## src/rtl/sys_uart_bridge.sv

```systemverilog
// -----------------------------------------------------------------------------
// sys_uart_bridge
//
// Board-level serial bridge between the System terminal byte interface and an
// 8N1 UART. Bytes strobed by the terminal are queued in a TX FIFO and
// serialised onto uart_tx. Frames arriving on uart_rx are deserialised, queued
// in an RX FIFO and presented to the terminal on sys_idata.
//
// Handshake semantics (both directions are push/pull, never back-pressured):
//   - sys_odata[8] is a one-cycle "valid" strobe; there is no ready. Every
//     cycle it is high, sys_odata[7:0] is pushed at that edge. If the TX FIFO
//     is full (and no pop happens on the same edge) the byte is dropped and
//     tx_overflow latches.
//   - sys_idata[8] is "valid" (RX FIFO non-empty) and sys_idata[7:0] the head
//     byte (0 when empty). sys_tookdata is the consumer's one-cycle "took"
//     pulse; it pops the head at that edge and is ignored while empty.
//
// Parameters:
//   CLKS_PER_BIT   clk cycles per UART bit (4..65535)
//   TX_DEPTH_LOG2  log2 of the TX FIFO depth
//   RX_DEPTH_LOG2  log2 of the RX FIFO depth
//
// Ports:
//   clk           system clock (single domain)
//   Nrst          asynchronous active-low reset
//   sys_odata     [8] byte strobe, [7:0] byte to transmit
//   sys_idata     [8] RX FIFO non-empty, [7:0] RX FIFO head (registered)
//   sys_tookdata  one-cycle pulse popping the RX head
//   uart_tx       serial output, idle high
//   uart_rx       serial input, asynchronous, idle high
//   tx_overflow   sticky: strobed byte dropped, TX FIFO full
//   rx_overrun    sticky: received byte dropped, RX FIFO full
//   rx_frame_err  sticky: stop bit sampled low
//   tx_state_dbg  current TX FSM state (debug)
//   rx_state_dbg  current RX FSM state (debug)
// -----------------------------------------------------------------------------
module sys_uart_bridge #(
    parameter int CLKS_PER_BIT  = 434,
    parameter int TX_DEPTH_LOG2 = 4,
    parameter int RX_DEPTH_LOG2 = 2
) (
    input  logic       clk,
    input  logic       Nrst,
    input  logic [8:0] sys_odata,
    output logic [8:0] sys_idata,
    input  logic       sys_tookdata,
    output logic       uart_tx,
    input  logic       uart_rx,
    output logic       tx_overflow,
    output logic       rx_overrun,
    output logic       rx_frame_err,
    output logic [1:0] tx_state_dbg,
    output logic [1:0] rx_state_dbg
);

    // FSM state encoding, shared by the TX and RX machines.
    localparam logic [1:0] ST_IDLE  = 2'd0;
    localparam logic [1:0] ST_START = 2'd1;
    localparam logic [1:0] ST_DATA  = 2'd2;
    localparam logic [1:0] ST_STOP  = 2'd3;

    // Bit-period counter holds 0..CLKS_PER_BIT-1.
    localparam int CNT_W = (CLKS_PER_BIT > 1) ? $clog2(CLKS_PER_BIT) : 1;
    localparam logic [CNT_W-1:0] BIT_LAST = CNT_W'(CLKS_PER_BIT - 1);
    // The edge that detects the falling edge already accounts for one cycle of
    // the half-bit wait, so the resample happens CLKS_PER_BIT/2 cycles after
    // the synchronised line was first seen low.
    localparam logic [CNT_W-1:0] HALF_LAST = CNT_W'(CLKS_PER_BIT / 2 - 2);
    localparam logic [CNT_W-1:0] CNT_ONE   = CNT_W'(1);
    localparam logic [2:0]       IDX_ONE   = 3'd1;
    localparam logic [2:0]       IDX_LAST  = 3'd7;

    localparam int TX_DEPTH = 1 << TX_DEPTH_LOG2;
    localparam int TX_CW    = TX_DEPTH_LOG2 + 1;
    localparam logic [TX_CW-1:0]         TX_FULL_CNT = TX_CW'(TX_DEPTH);
    localparam logic [TX_CW-1:0]         TX_CNT_ONE  = TX_CW'(1);
    localparam logic [TX_DEPTH_LOG2-1:0] TX_PTR_ONE  = TX_DEPTH_LOG2'(1);

    localparam int RX_DEPTH = 1 << RX_DEPTH_LOG2;
    localparam int RX_CW    = RX_DEPTH_LOG2 + 1;
    localparam logic [RX_CW-1:0]         RX_FULL_CNT = RX_CW'(RX_DEPTH);
    localparam logic [RX_CW-1:0]         RX_CNT_ONE  = RX_CW'(1);
    localparam logic [RX_DEPTH_LOG2-1:0] RX_PTR_ONE  = RX_DEPTH_LOG2'(1);

    // -------------------------------------------------------------------------
    // TX FIFO
    // -------------------------------------------------------------------------
    logic [7:0]               tx_mem [TX_DEPTH];
    logic [TX_DEPTH_LOG2-1:0] tx_wr;
    logic [TX_DEPTH_LOG2-1:0] tx_rd;
    logic [TX_CW-1:0]         tx_count;

    logic [1:0]       tx_state;
    logic [CNT_W-1:0] tx_cnt;
    logic [2:0]       tx_idx;
    logic [7:0]       tx_shift;
    logic             tx_line;

    logic tx_bit_end;
    logic tx_nonempty;
    logic tx_full;
    logic tx_pop;
    logic tx_push;
    logic tx_drop;

    always_comb begin
        tx_bit_end  = (tx_cnt == BIT_LAST);
        tx_nonempty = (tx_count != '0);
        tx_full     = (tx_count == TX_FULL_CNT);
        // Pops happen only when the shifter is free: idle, or the last cycle
        // of a stop bit (back-to-back frames with no idle gap).
        tx_pop      = tx_nonempty &&
                      ((tx_state == ST_IDLE) ||
                       ((tx_state == ST_STOP) && tx_bit_end));
        // A full FIFO that is popping on this edge still has room.
        tx_push     = sys_odata[8] && (!tx_full || tx_pop);
        tx_drop     = sys_odata[8] && tx_full && !tx_pop;
    end

    always_ff @(posedge clk) begin
        if (tx_push) begin
            tx_mem[tx_wr] <= sys_odata[7:0];
        end
    end

    always_ff @(posedge clk or negedge Nrst) begin
        if (!Nrst) begin
            tx_wr       <= '0;
            tx_rd       <= '0;
            tx_count    <= '0;
            tx_overflow <= 1'b0;
        end else begin
            if (tx_push) begin
                tx_wr <= tx_wr + TX_PTR_ONE;
            end
            if (tx_pop) begin
                tx_rd <= tx_rd + TX_PTR_ONE;
            end
            case ({tx_push, tx_pop})
                2'b10:   tx_count <= tx_count + TX_CNT_ONE;
                2'b01:   tx_count <= tx_count - TX_CNT_ONE;
                default: tx_count <= tx_count;
            endcase
            if (tx_drop) begin
                tx_overflow <= 1'b1;
            end
        end
    end

    // -------------------------------------------------------------------------
    // TX FSM: uart_tx is a flop so it changes only on clock edges and drops
    // high immediately on reset.
    // -------------------------------------------------------------------------
    always_ff @(posedge clk or negedge Nrst) begin
        if (!Nrst) begin
            tx_state <= ST_IDLE;
            tx_cnt   <= '0;
            tx_idx   <= '0;
            tx_shift <= '0;
            tx_line  <= 1'b1;
        end else begin
            case (tx_state)
                ST_IDLE: begin
                    tx_cnt <= '0;
                    if (tx_pop) begin
                        tx_shift <= tx_mem[tx_rd];
                        tx_line  <= 1'b0;
                        tx_state <= ST_START;
                    end
                end
                ST_START: begin
                    if (tx_bit_end) begin
                        tx_cnt   <= '0;
                        tx_idx   <= '0;
                        tx_line  <= tx_shift[0];
                        tx_state <= ST_DATA;
                    end else begin
                        tx_cnt <= tx_cnt + CNT_ONE;
                    end
                end
                ST_DATA: begin
                    if (tx_bit_end) begin
                        tx_cnt <= '0;
                        if (tx_idx == IDX_LAST) begin
                            tx_line  <= 1'b1;
                            tx_state <= ST_STOP;
                        end else begin
                            // LSB first: the next bit is the one above the
                            // bit currently on the line.
                            tx_line  <= tx_shift[1];
                            tx_shift <= {1'b0, tx_shift[7:1]};
                            tx_idx   <= tx_idx + IDX_ONE;
                        end
                    end else begin
                        tx_cnt <= tx_cnt + CNT_ONE;
                    end
                end
                default: begin // ST_STOP
                    if (tx_bit_end) begin
                        tx_cnt <= '0;
                        if (tx_pop) begin
                            tx_shift <= tx_mem[tx_rd];
                            tx_line  <= 1'b0;
                            tx_state <= ST_START;
                        end else begin
                            tx_state <= ST_IDLE;
                        end
                    end else begin
                        tx_cnt <= tx_cnt + CNT_ONE;
                    end
                end
            endcase
        end
    end

    assign uart_tx      = tx_line;
    assign tx_state_dbg = tx_state;

    // -------------------------------------------------------------------------
    // RX synchroniser: two flops, plus one more stage of history for falling
    // edge detection on the synchronised signal.
    // -------------------------------------------------------------------------
    logic rx_s1;
    logic rx_s2;
    logic rx_prev;

    always_ff @(posedge clk or negedge Nrst) begin
        if (!Nrst) begin
            rx_s1   <= 1'b1;
            rx_s2   <= 1'b1;
            rx_prev <= 1'b1;
        end else begin
            rx_s1   <= uart_rx;
            rx_s2   <= rx_s1;
            rx_prev <= rx_s2;
        end
    end

    // -------------------------------------------------------------------------
    // RX FSM
    // -------------------------------------------------------------------------
    logic [1:0]       rx_state;
    logic [CNT_W-1:0] rx_cnt;
    logic [2:0]       rx_idx;
    logic [7:0]       rx_shift;

    logic rx_bit_end;
    logic rx_stop_sample;

    always_comb begin
        rx_bit_end     = (rx_cnt == BIT_LAST);
        rx_stop_sample = (rx_state == ST_STOP) && rx_bit_end;
    end

    always_ff @(posedge clk or negedge Nrst) begin
        if (!Nrst) begin
            rx_state <= ST_IDLE;
            rx_cnt   <= '0;
            rx_idx   <= '0;
            rx_shift <= '0;
        end else begin
            case (rx_state)
                ST_IDLE: begin
                    rx_cnt <= '0;
                    // Edge, not level: after a low stop bit the line must
                    // return high before a new frame can start.
                    if (rx_prev && !rx_s2) begin
                        rx_state <= ST_START;
                    end
                end
                ST_START: begin
                    if (rx_cnt == HALF_LAST) begin
                        rx_cnt <= '0;
                        rx_idx <= '0;
                        if (rx_s2) begin
                            rx_state <= ST_IDLE;   // false start
                        end else begin
                            rx_state <= ST_DATA;
                        end
                    end else begin
                        rx_cnt <= rx_cnt + CNT_ONE;
                    end
                end
                ST_DATA: begin
                    if (rx_bit_end) begin
                        rx_cnt   <= '0;
                        rx_shift <= {rx_s2, rx_shift[7:1]};
                        if (rx_idx == IDX_LAST) begin
                            rx_state <= ST_STOP;
                        end else begin
                            rx_idx <= rx_idx + IDX_ONE;
                        end
                    end else begin
                        rx_cnt <= rx_cnt + CNT_ONE;
                    end
                end
                default: begin // ST_STOP
                    if (rx_bit_end) begin
                        rx_cnt   <= '0;
                        rx_state <= ST_IDLE;
                    end else begin
                        rx_cnt <= rx_cnt + CNT_ONE;
                    end
                end
            endcase
        end
    end

    assign rx_state_dbg = rx_state;

    // -------------------------------------------------------------------------
    // RX FIFO and registered head view
    // -------------------------------------------------------------------------
    logic [7:0]               rx_mem [RX_DEPTH];
    logic [RX_DEPTH_LOG2-1:0] rx_wr;
    logic [RX_DEPTH_LOG2-1:0] rx_rd;
    logic [RX_CW-1:0]         rx_count;

    logic                     rx_pop;
    logic                     rx_full;
    logic                     rx_push;
    logic                     rx_accept;
    logic                     rx_drop;
    logic [RX_CW-1:0]         rx_left;
    logic [RX_CW-1:0]         rx_count_next;
    logic [RX_DEPTH_LOG2-1:0] rx_rd_next;
    logic [7:0]               rx_head_next;

    always_comb begin
        rx_pop        = sys_tookdata && (rx_count != '0);
        rx_full       = (rx_count == RX_FULL_CNT);
        rx_push       = rx_stop_sample && rx_s2;
        // The pop is taken first, so a full FIFO popped on this edge accepts.
        rx_accept     = rx_push && (!rx_full || rx_pop);
        rx_drop       = rx_push && rx_full && !rx_pop;
        rx_left       = rx_pop ? (rx_count - RX_CNT_ONE) : rx_count;
        rx_count_next = rx_accept ? (rx_left + RX_CNT_ONE) : rx_left;
        rx_rd_next    = rx_pop ? (rx_rd + RX_PTR_ONE) : rx_rd;
        // Next head: nothing, the byte being written into an otherwise empty
        // FIFO (not yet in memory), or the stored entry at the new read slot.
        if (rx_count_next == '0) begin
            rx_head_next = 8'h00;
        end else if (rx_left == '0) begin
            rx_head_next = rx_shift;
        end else begin
            rx_head_next = rx_mem[rx_rd_next];
        end
    end

    always_ff @(posedge clk) begin
        if (rx_accept) begin
            rx_mem[rx_wr] <= rx_shift;
        end
    end

    always_ff @(posedge clk or negedge Nrst) begin
        if (!Nrst) begin
            rx_wr        <= '0;
            rx_rd        <= '0;
            rx_count     <= '0;
            sys_idata    <= '0;
            rx_overrun   <= 1'b0;
            rx_frame_err <= 1'b0;
        end else begin
            if (rx_accept) begin
                rx_wr <= rx_wr + RX_PTR_ONE;
            end
            rx_rd     <= rx_rd_next;
            rx_count  <= rx_count_next;
            sys_idata <= {(rx_count_next != '0), rx_head_next};
            if (rx_drop) begin
                rx_overrun <= 1'b1;
            end
            if (rx_stop_sample && !rx_s2) begin
                rx_frame_err <= 1'b1;
            end
        end
    end

endmodule
```

## config.mk

```make
export PLATFORM = sky130hd
export DESIGN_NAME = sys_uart_bridge
export DESIGN_NICKNAME = d
export VERILOG_FILES = /design/src/rtl/sys_uart_bridge.sv
export SDC_FILE = /design/constraint.sdc
export NUM_CORES = 1
export LEC_CHECK = 0
export ABC_CLOCK_PERIOD_IN_PS = 4400
export CAP_MARGIN = 20
export CORE_AREA = 4 4 165 151
export CTS_BUF_LIST = sky130_fd_sc_hd__clkbuf_8
export CTS_CLUSTER_SIZE = 12
export DETAILED_ROUTE_END_ITERATION = 8
export DIE_AREA = 0 0 169 155
export PLACE_DENSITY = 0.67
export SLEW_MARGIN = 40
export SYNTH_ARGS = -nofsm -noshare
export SYNTH_HDL_FRONTEND = slang
export SYNTH_SLANG_ARGS = --single-unit
```

## constraint.sdc

```tcl
create_clock -name clk -period 4.4 [get_ports clk]
set_input_delay 0.88 -clock clk [delete_from_list [all_inputs] [get_ports clk]]
set_output_delay 0.88 -clock clk [all_outputs]
set_load 0.005 [all_outputs]
```

**Yosys cells after proc, flatten, opt, wreduce, memory -nomap -nowiden**

Memories as Yosys holds them, arrays and structs flattened.
Cells that the tools add are included.

- Flip-flop bits (word level): 80
- Bits in latches: 0
- RAM bits: 160
- Memory bits (read-only): 0
- Bits of input ports: 13
- Output and inout bits: 17
- Word-level logic and storage cells: 150
- Memories: 2

- Add/sub/neg operators: 12
- Multipliers: 0
- Divide/modulo/power cells: 0
- $lt $le $gt $ge: 0
- Eq/ne operators: 25
- Shifts and indexed selects: 0
- Muxes and demuxes: 48
- Bitwise operators: 1
- Reductions and logical operators: 40

Memories:

| memory | words | width | rd ports | clocked after Yosys merged registers in | wr ports | line | source |
|---|---|---|---|---|---|---|---|
| tx_mem | 16 | 8 | 1 | 0 | 1 | 88 | `logic [7:0] tx_mem [TX_DEPTH];` |
| rx_mem | 4 | 8 | 1 | 0 | 1 | 314 | `logic [7:0] rx_mem [RX_DEPTH];` |

Operators with widths:

| operator | number |
|---|---|
| $mux 8 | 6 |
| $mux 9 | 4 |
| $mux 2 | 12 |
| $mux 3 | 8 |
| $pmux 8 s3 | 1 |
| $ne 2x2->1 const B | 10 |
| $add 9x1->9 const B | 2 |
| $eq 9x9->1 const B | 2 |
| $pmux 9 s2 | 1 |
| $logic_and 1x1->1 | 13 |
| $pmux 2 s3 | 2 |
| $pmux 3 s2 | 2 |
| $reduce_and 4->1 | 3 |
| $eq 2x2->1 const B | 5 |
| $mux 1 | 10 |
| $pmux 5 s2 | 1 |
| $reduce_and 5->1 | 2 |
| $add 3x1->3 const B | 3 |
| $eq 3x3->1 const B | 3 |
| $eq 9x8->1 const B | 1 |
| $reduce_bool 3->1 | 3 |
| $add 4x1->4 const B | 2 |
| $reduce_bool 2->1 | 4 |
| $eq 2x1->1 const B | 3 |
| 14 further kinds | 23 |

**Logic depth before layout (Yosys ltp)**

Gate-level depths: netlist of run 1.

- Word-level depth: 8
- Gate-level depth with buffers: 14
- Gate-level depth less buffers: 14

**Worst setup path before layout of run 1**

No wires, ideal clock.

- Path kind: input-to-reg
- Start point: input port sys_tookdata
- End point: register sys_idata[0]
- Library setup time: 0.142 ns
- Arrival time: 2.751 ns
- Required time: 4.258 ns
- Slack: 1.507 ns
- Stages: 11
- Path buffers: 2
- Path through: buf_2 nand2_2 buf_2 xnor2_1 inv_1 ha_1 xnor2_1 mux2_2 a22oi_1 nor3b_2 nor3_1

- Longest elaborated chain between the ends: 6
- Elaborated cells on any way between the ends: 12
- Those cells by class: 1 x add/sub; 5 x mux; 5 x reduce/logical; 1 x memory

RTL lines:

| what | line | source |
|---|---|---|
| from (decl) | 46 | `input logic sys_tookdata,` |
| $logic_and 1x1->1 (*) | 330 | `rx_pop = sys_tookdata && (rx_count != '0);` |
| $mux 3 / $logic_or 1x1->1 (equally long branches) | 336, 334 |  |
| $add 3x1->3 / $logic_and 1x1->1 (equally long branches) | 337, 334 |  |
| $mux 3 | 337 | `rx_count_next = rx_accept ? (rx_left + RX_CNT_ONE) : rx_left;` |
| $logic_not 3->1 | 341 | `if (rx_count_next == '0) begin` |
| $mux 8 (*) | 341 |  |
| net rx_head_next[0] | 327 | `logic [7:0] rx_head_next;` |
| to (signal assigned) | 370 | `sys_idata <= {(rx_count_next != '0), rx_head_next};` |
| to (decl) | 45 | `output logic [8:0] sys_idata,` |

Mark *: on every way through the listed nets, which the timed path passes. The rest lies on a longest branch.
A chain may end at the register's enable or synchronous reset.

**Worst setup path in the final report of run 1**

- Start point: input port sys_tookdata
- End point: register sys_idata[3]

Same word-level chain as after synthesis.

==> metrics, run 1 <==
fraction of registers with async set/reset=0.333; library cell contributing the largest single delay on the critical path=sky130_fd_sc_hd__clkdlybuf4s50_1; Worst Clk Skew=0.0221 ns; most repeated library cell on the critical path=sky130_fd_sc_hd__xnor2_1; GRT Resource Usage Total=0.177; Yosys top cell area share=0.438; Post-CTS Resized=0; number of buffers added by the clock tree synthesis step=40; global-route wire length before repair=36900 um; Hold Fails Final Rpt=0; I/O Buffers=29; effective utilization at floorplan=0.474; buffer type at the clock tree root=sky130_fd_sc_hd__clkbuf_8; number of global-route vias before repair=6796; worst slew pin tran=0.815 ns; number of placement rows=53; maximum fanout along the worst path=19; Seq/Total Area, Yosys=0.621; antenna diode count=0; final routed wire length divided by cell count=19.6 um; P&R area growth vs syn=12.9%; startpoint-to-endpoint class of the critical path=in -> reg; WHS Path Cells=0; setup_tns=0 ns; worst-case vdd ir drop=0.432 mV; outcome=finished, final reports clean; slew margin rel.=0.450; count of TritonRoute iterations in the first routing pass=5; Crit. path cell count=10; Clock Latency Late Sink=0.54 ns; class of the most critical hold timing path=reg -> reg; Top FF cell, synth=sky130_fd_sc_hd__edfxtp_1; leading post-synthesis cells by cell area=sky130_fd_sc_hd__edfxtp_1 44%, sky130_fd_sc_hd__dfrtp_1 17%, sky130_fd_sc_hd__mux4_2 3.5%, sky130_fd_sc_hd__ha_1 3.4%, sky130_fd_sc_hd__mux2i_1 2.8%; deepest clock path buffer count=3; Hold WS=0.358 ns; half-perimeter wire length after placement=15200 um; setup repair after global routing missed its margin=no; cell-by-cell listing of the critical path=clkdlybuf4s50_1 > nand2_2 > xnor2_1 > inv_1 > ha_1 > xnor2_1 > mux2_2 > a22oi_1 > nor3b_2 > nor3_1; Die X=169 um; post-CTS setup-driven buffer insertion count=0; global route total overflow=0; final period utilization=0.796; fraction of final layout cells sized beyond drive strength 1=0.161; yosys synthesis warning count=0; final net count=876; number of DRC violations after detailed-routing iteration 0=477; largest net degree at the start of global routing=54; total wirelength of the detailed-routed design=22900 um; buffers plus inverters on the worst setup path=2; required time reported for the critical path endpoint=4.79 ns; remaining antenna violation count after routing=0; number of sinks on the clock net=240; cell taking the most area after synthesis=sky130_fd_sc_hd__edfxtp_1; sort of element at the start of the critical path=input port; overall die area=0.0262 mm2; standard cell core area=0.0231 mm2; element type at the critical path end=register; Remaining DRCs=0; shortest period the worst path allows=3.50 ns; Slowest Stage Delay on Critical Path=0.80 ns; Die Height=155 um; number of antenna violations at the first check in global routing=1; total power density per cell area=598 mW/mm2; number of hold-repair buffers added at the cts stage=0; number of cell instances on the worst register-to-register path=13; number of setup violations in the final report=0; cell count after synthesis=783; leakage=4.66 nW; cell type group with the largest total delay on the critical path=simple AND/OR/NAND/NOR gates; number of max-slew violations in the final report=0; synthesized netlist net count=827; f_max=0.286 GHz; final weighted congestion in routability-driven placement=0.823; data arrival time at the worst-slack endpoint=3.89 ns; Max-cap violations=0; clock tree from TritonCTS=yes; Top-Level Pins=30; register bit count reported by yosys=240; H-tree level count=2; number of synthesized flops with an enable pin=160; clock transition time at the flip-flop clock pins of the worst setup and hold paths=0.06 ns; netlist area before placement=0.0110 mm2; library cells used by synthesis=71; post-DR vias/cell=5.73; vias post-DR=6686; mean instance size in the synthesized netlist=14.0 um2
[worst paths after layout]
kind | start | slack, ns | endpoint
max reg2reg | rx_count[0] | 0.99 | sys_idata[3]
max | sys_tookdata | 0.90 | sys_idata[3]
max in group asynchronous | Nrst | 3.12 | rx_s1
min in group asynchronous | Nrst | 0.38 | rx_count[1]
min reg2reg | rx_s1 | 0.36 | rx_s2
min | rx_s1 | 0.36 | rx_s2
[layer usage]
metal	global-route usage	wire [um]	up-vias
met5	0	7	-
met4	0.0537	418	2
met3	0.0404	1470	39
met2	0.267	10500	190
met1	0.258	10500	3395
li1	-	-	3060
[synthesized netlist by cell type (4+ instances only)]
library cell,instances
sky130_fd_sc_hd__a211oi_1,16
sky130_fd_sc_hd__a21oi_1,20
sky130_fd_sc_hd__a22o_1,5
sky130_fd_sc_hd__a22oi_1,10
sky130_fd_sc_hd__a311o_1,16
sky130_fd_sc_hd__and2_1,9
sky130_fd_sc_hd__and4_1,7
sky130_fd_sc_hd__buf_2,14
sky130_fd_sc_hd__buf_4,4
sky130_fd_sc_hd__clkbuf_1,19
sky130_fd_sc_hd__dfrtp_1,76
sky130_fd_sc_hd__dfstp_2,4
sky130_fd_sc_hd__edfxtp_1,160
sky130_fd_sc_hd__ha_1,30
sky130_fd_sc_hd__inv_1,22
sky130_fd_sc_hd__mux2_2,27
sky130_fd_sc_hd__mux2i_1,31
sky130_fd_sc_hd__mux4_2,17
sky130_fd_sc_hd__nand2_1,54
sky130_fd_sc_hd__nand2b_1,42
sky130_fd_sc_hd__nand3_1,16
sky130_fd_sc_hd__nand4_1,10
sky130_fd_sc_hd__nor2_1,27
sky130_fd_sc_hd__nor2b_1,9
sky130_fd_sc_hd__nor3_1,14
sky130_fd_sc_hd__nor3b_1,6
sky130_fd_sc_hd__nor4b_1,4
sky130_fd_sc_hd__o21ai_0,12
sky130_fd_sc_hd__o221ai_1,8
sky130_fd_sc_hd__o311ai_0,5
sky130_fd_sc_hd__xnor2_1,16
sky130_fd_sc_hd__xor2_1,14
[power breakdown]
part / internal, W / leakage, nW / switching, W / total, W
logic: 0.00113 / 1.68 / 0.00128 / 0.00241
clock network: 0.00101 / 0.437 / 0.000867 / 0.00187
registers: 0.00274 / 2.54 / 0.000373 / 0.00311
[layout make-up]
class / instances / area [um2]
fillers: 1874 / 10800
multi-input cells: 479 / 3900
flip-flops and latches: 240 / 6820
repair buffers: 48 / 430
well taps: 302 / 378
clock buffers: 42 / 578
inverters: 23 / 86.3
clock inverters: 32 / 188
[stage by stage]
stage                     total power (W)  setup slack, ns  instances   util  instance area [um2]
after floorplan                   0.00484             1.51        783      -                11000
after global placement            0.00540            0.582       1092  0.501                11600
after detailed placement          0.00555            0.409       1092  0.501                11600
after CTS                         0.00744            0.968       1166  0.535                12400
after global routing              0.00783            0.707       1166  0.535                12400
final                             0.00739            0.899       1166  0.535                12400
[state kept, by name (all words and copies together) (netlist names), 5 cells and up]
register   flops
tx_mem       128
rx_cnt         9
rx_mem        32
tx_count       5
sys_idata      9
tx_shift       8
rx_shift       8
tx_cnt         9
[cells by family after synthesis]
| logic type | count (synthesis) | share of synthesized area |
|---|---|---|
| XOR/XNOR | 30 | 0.0240 |
| buffers and inverters | 64 | 0.0256 |
| AO/OA/AOI/OAI | 118 | 0.0823 |
| flip-flops | 240 | 0.621 |
| adder cells (fa/ha/maj) | 31 | 0.0361 |
| AND/OR/NAND/NOR | 222 | 0.113 |
| multiplexers | 78 | 0.0982 |
[cell usage in the layout (no fill, tap or decap), types with 9 or more instances in the layout]
cell type	netlist	routed
sky130_fd_sc_hd__xor2_1	14	14
sky130_fd_sc_hd__nand4_1	10	10
sky130_fd_sc_hd__dfrtp_1	76	74
sky130_fd_sc_hd__nor2_1	27	27
sky130_fd_sc_hd__xnor2_1	16	16
sky130_fd_sc_hd__a311o_1	16	16
sky130_fd_sc_hd__a211oi_1	16	16
sky130_fd_sc_hd__nand2_1	54	54
sky130_fd_sc_hd__clkinv_1	1	10
sky130_fd_sc_hd__ha_1	30	30
sky130_fd_sc_hd__edfxtp_1	160	160
sky130_fd_sc_hd__mux4_2	17	17
sky130_fd_sc_hd__inv_1	22	35
sky130_fd_sc_hd__clkdlybuf4s50_1	0	28
sky130_fd_sc_hd__buf_4	4	20
sky130_fd_sc_hd__a22oi_1	10	10
sky130_fd_sc_hd__clkbuf_8	0	42
sky130_fd_sc_hd__nand3_1	16	16
sky130_fd_sc_hd__and2_1	9	9
sky130_fd_sc_hd__a21oi_1	20	20
sky130_fd_sc_hd__nor2b_1	9	9
sky130_fd_sc_hd__mux2_2	27	27
sky130_fd_sc_hd__mux2i_1	31	31
sky130_fd_sc_hd__o21ai_0	12	12
sky130_fd_sc_hd__nand2b_1	42	42
sky130_fd_sc_hd__nor3_1	14	14
Note: power is estimated with default switching activity, not from simulation.
==> run 2, diff against run 1 <==
--- a/config.mk
+++ b/config.mk
@@ -5,14 +5,14 @@
 export SDC_FILE = /design/constraint.sdc
 export NUM_CORES = 1
 export LEC_CHECK = 0
-export ABC_CLOCK_PERIOD_IN_PS = 4400
+export ABC_CLOCK_PERIOD_IN_PS = 2900
 export CAP_MARGIN = 20
 export CORE_AREA = 4 4 165 151
 export CTS_BUF_LIST = sky130_fd_sc_hd__clkbuf_8
 export CTS_CLUSTER_SIZE = 12
 export DETAILED_ROUTE_END_ITERATION = 8
 export DIE_AREA = 0 0 169 155
-export PLACE_DENSITY = 0.67
+export PLACE_DENSITY = 0.69
 export SLEW_MARGIN = 40
 export SYNTH_ARGS = -nofsm -noshare
 export SYNTH_HDL_FRONTEND = slang
==> constraint.sdc (replaced) <==
create_clock -name clk -period 2.9 [get_ports clk]
set_input_delay 0.58 -clock clk [delete_from_list [all_inputs] [get_ports clk]]
set_output_delay 0.58 -clock clk [all_outputs]
set_load 0.005 [all_outputs]
==> metrics, run 2 (same netlist as run 1, synthesis figures left out) <==
outcome=finished, final reports clean; total wirelength of the detailed-routed design=21900 um (-4.1%); Die Height=155 um (unchanged); number of hold-repair buffers added at the cts stage=0 (unchanged); effective utilization at floorplan=0.474 (unchanged); final weighted congestion in routability-driven placement=0.801 (-2.7%); number of cell instances on the worst register-to-register path=14 (+1); Inst Count DP=1124 (+2.9%); global route total overflow=0 (unchanged); layout filler cell count=1864 (-0.53%); vias post-DR=6586 (-1.5%); worst-case vdd ir drop=0.689 mV (+59%); Max-cap violations=0 (unchanged); Hold Fails Final Rpt=0 (unchanged); remaining antenna violation count after routing=0 (unchanged); P&R area growth vs syn=15.8%; Top-Level Pins=30 (unchanged); post-DR vias/cell=5.50 (-4.1%); GRT Resource Usage Total=0.170 (-0.00679); Worst R2R End=tx_count[4]; element type at the critical path end=register; buffer type at the clock tree root=sky130_fd_sc_hd__clkbuf_8; f_max=0.370 GHz; post-CTS setup-driven buffer insertion count=0 (unchanged); flip-flop count of the largest register after layout=128 (unchanged); Hold WS=0.0639 ns (-0.294 ns); Critical Path Start=tx_cnt[1]; H-tree level count=2 (unchanged); global-route wire length before repair=35400 um (-4.0%); deepest clock path buffer count=3 (unchanged); setup_tns=0 ns (unchanged); startpoint-to-endpoint class of the critical path=reg -> reg; number of antenna violations at the first check in global routing=0 (-1); standard cell core area=0.0231 mm2 (unchanged); Worst Clk Skew=0.0184 ns (-0.00373 ns); number of sinks on the clock net=240 (unchanged); sort of element at the start of the critical path=register; class of the most critical hold timing path=in -> async; largest net degree at the start of global routing=66 (+22%); number of setup violations in the final report=0 (unchanged); number of standard cells in the layout, taps in and fillers out=1198 (+2.7%); maximum fanout along the worst path=4 (-15); required time reported for the critical path endpoint=3.35 ns (-1.44 ns); clock transition time at the flip-flop clock pins of the worst setup and hold paths=0.06 ns (about the same); clock tree from TritonCTS=yes; register ranked first by flip-flop count=tx_mem; Crit Reg-Reg Startpoint=tx_cnt[1]; commonest cells after routing, fill and taps aside=160 x sky130_fd_sc_hd__edfxtp_1, 74 x sky130_fd_sc_hd__dfrtp_1, 54 x sky130_fd_sc_hd__nand2_1; final period utilization=0.931; Remaining DRCs=0 (unchanged); antenna diode count=0 (unchanged); leakage=4.85 nW (+4.1%); number of max-slew violations in the final report=0 (unchanged); most common cell after layout, fill and taps aside=sky130_fd_sc_hd__edfxtp_1; Clock Latency Late Sink=0.53 ns (about the same); I/O Buffers=29 (unchanged); shortest period the worst path allows=2.70 ns; number of global-route vias before repair=6461 (-4.9%); flop-to-flop setup slack=0.20 ns (-0.79 ns); number of buffers added by the clock tree synthesis step=40 (unchanged); half-perimeter wire length after placement=14400 um (-5.2%); biggest regs=tx_mem (128), rx_mem (32); count of TritonRoute iterations in the first routing pass=5 (unchanged); fraction of final layout cells sized beyond drive strength 1=0.198 (+0.0367); total power density per cell area=908 mW/mm2 (+52%); final routed wire length divided by cell count=18.3 um (-6.7%); number of placement rows=53 (unchanged); overall die area=0.0262 mm2 (unchanged); worst slew pin tran=0.628 ns (-0.187 ns); data arrival time at the worst-slack endpoint=3.15 ns (-0.74 ns); post-placement worst setup slack=-0.0293 ns (-0.438 ns); Die X=169 um (unchanged); slew margin rel.=0.581 (+0.132); final net count=908 (+3.7%); number of DRC violations after detailed-routing iteration 0=525 (+10%); worst-case setup margin in the final layout=0.201 ns (-0.699 ns)
[run 2: cell type report]
type,instances,area [um2],area share
multi-input combinational,479,3930,0.309
timing repair buffer,80,708,0.0558
inverter,23,86.3,0.00680
clock buffer,44,606,0.0477
sequential,240,6810,0.537
clock inverter,30,181,0.0143
tap,302,378,0.0298
[run 2: how the worst max path moves through the flow]
stage / to / slack (ns)
after global routing: sys_idata[1] / -0.002
after detailed placement: sys_idata[0] / -0.03
after floorplan: sys_idata[0] / 0.09
final: tx_count[4] / 0.20
after CTS: tx_count[4] / 0.02
after global placement: sys_idata[3] / 0.03
[run 2: what timing repair did]
item                                    in CTS  in global routing
resized for setup                            1                  8
pin swaps                                    0                  0
endpoints found under the setup margin       1                 10
gates cloned                                 0                  0
[run 2: per-layer routing]
| metal | GRT usage | routed length [um] |
|---|---|---|
| met2 | 0.252 | 9680 |
| met5 | 0 | 0 |
| met4 | 0.0460 | 376 |
| met1 | 0.262 | 10800 |
| met3 | 0.0292 | 1110 |
[run 2: metrics by stage]
| stage | util | instance area, um2 | total power (W) |
|---|---|---|---|
| final | 0.549 | 12700 | 0.0115 |
| after global routing | 0.549 | 12700 | 0.0123 |
| after CTS | 0.547 | 12700 | 0.0116 |
| after detailed placement | 0.513 | 11900 | 0.00866 |
| after global placement | 0.513 | 11900 | 0.00859 |
| after floorplan | - | 11000 | 0.00734 |
[run 2: critical path, stage by stage (launching register included)]
cell	delay [ns]
sky130_fd_sc_hd__dfrtp_1	0.37
sky130_fd_sc_hd__inv_1	0.05
sky130_fd_sc_hd__ha_1	0.16
sky130_fd_sc_hd__and4b_1	0.24
sky130_fd_sc_hd__a31o_2	0.25
sky130_fd_sc_hd__o21a_1	0.21
sky130_fd_sc_hd__inv_2	0.09
sky130_fd_sc_hd__ha_4	0.15
sky130_fd_sc_hd__inv_1	0.07
sky130_fd_sc_hd__fa_2	0.35
sky130_fd_sc_hd__nor2b_1	0.11
sky130_fd_sc_hd__o21ai_1	0.08
sky130_fd_sc_hd__and3_1	0.20
sky130_fd_sc_hd__nor3_2	0.13
sky130_fd_sc_hd__xor2_1	0.15
[run 2: report_power, final]
part           internal, W  switching [W]
clock              0.00158        0.00132
sequential         0.00415       0.000438
combinational      0.00196        0.00209
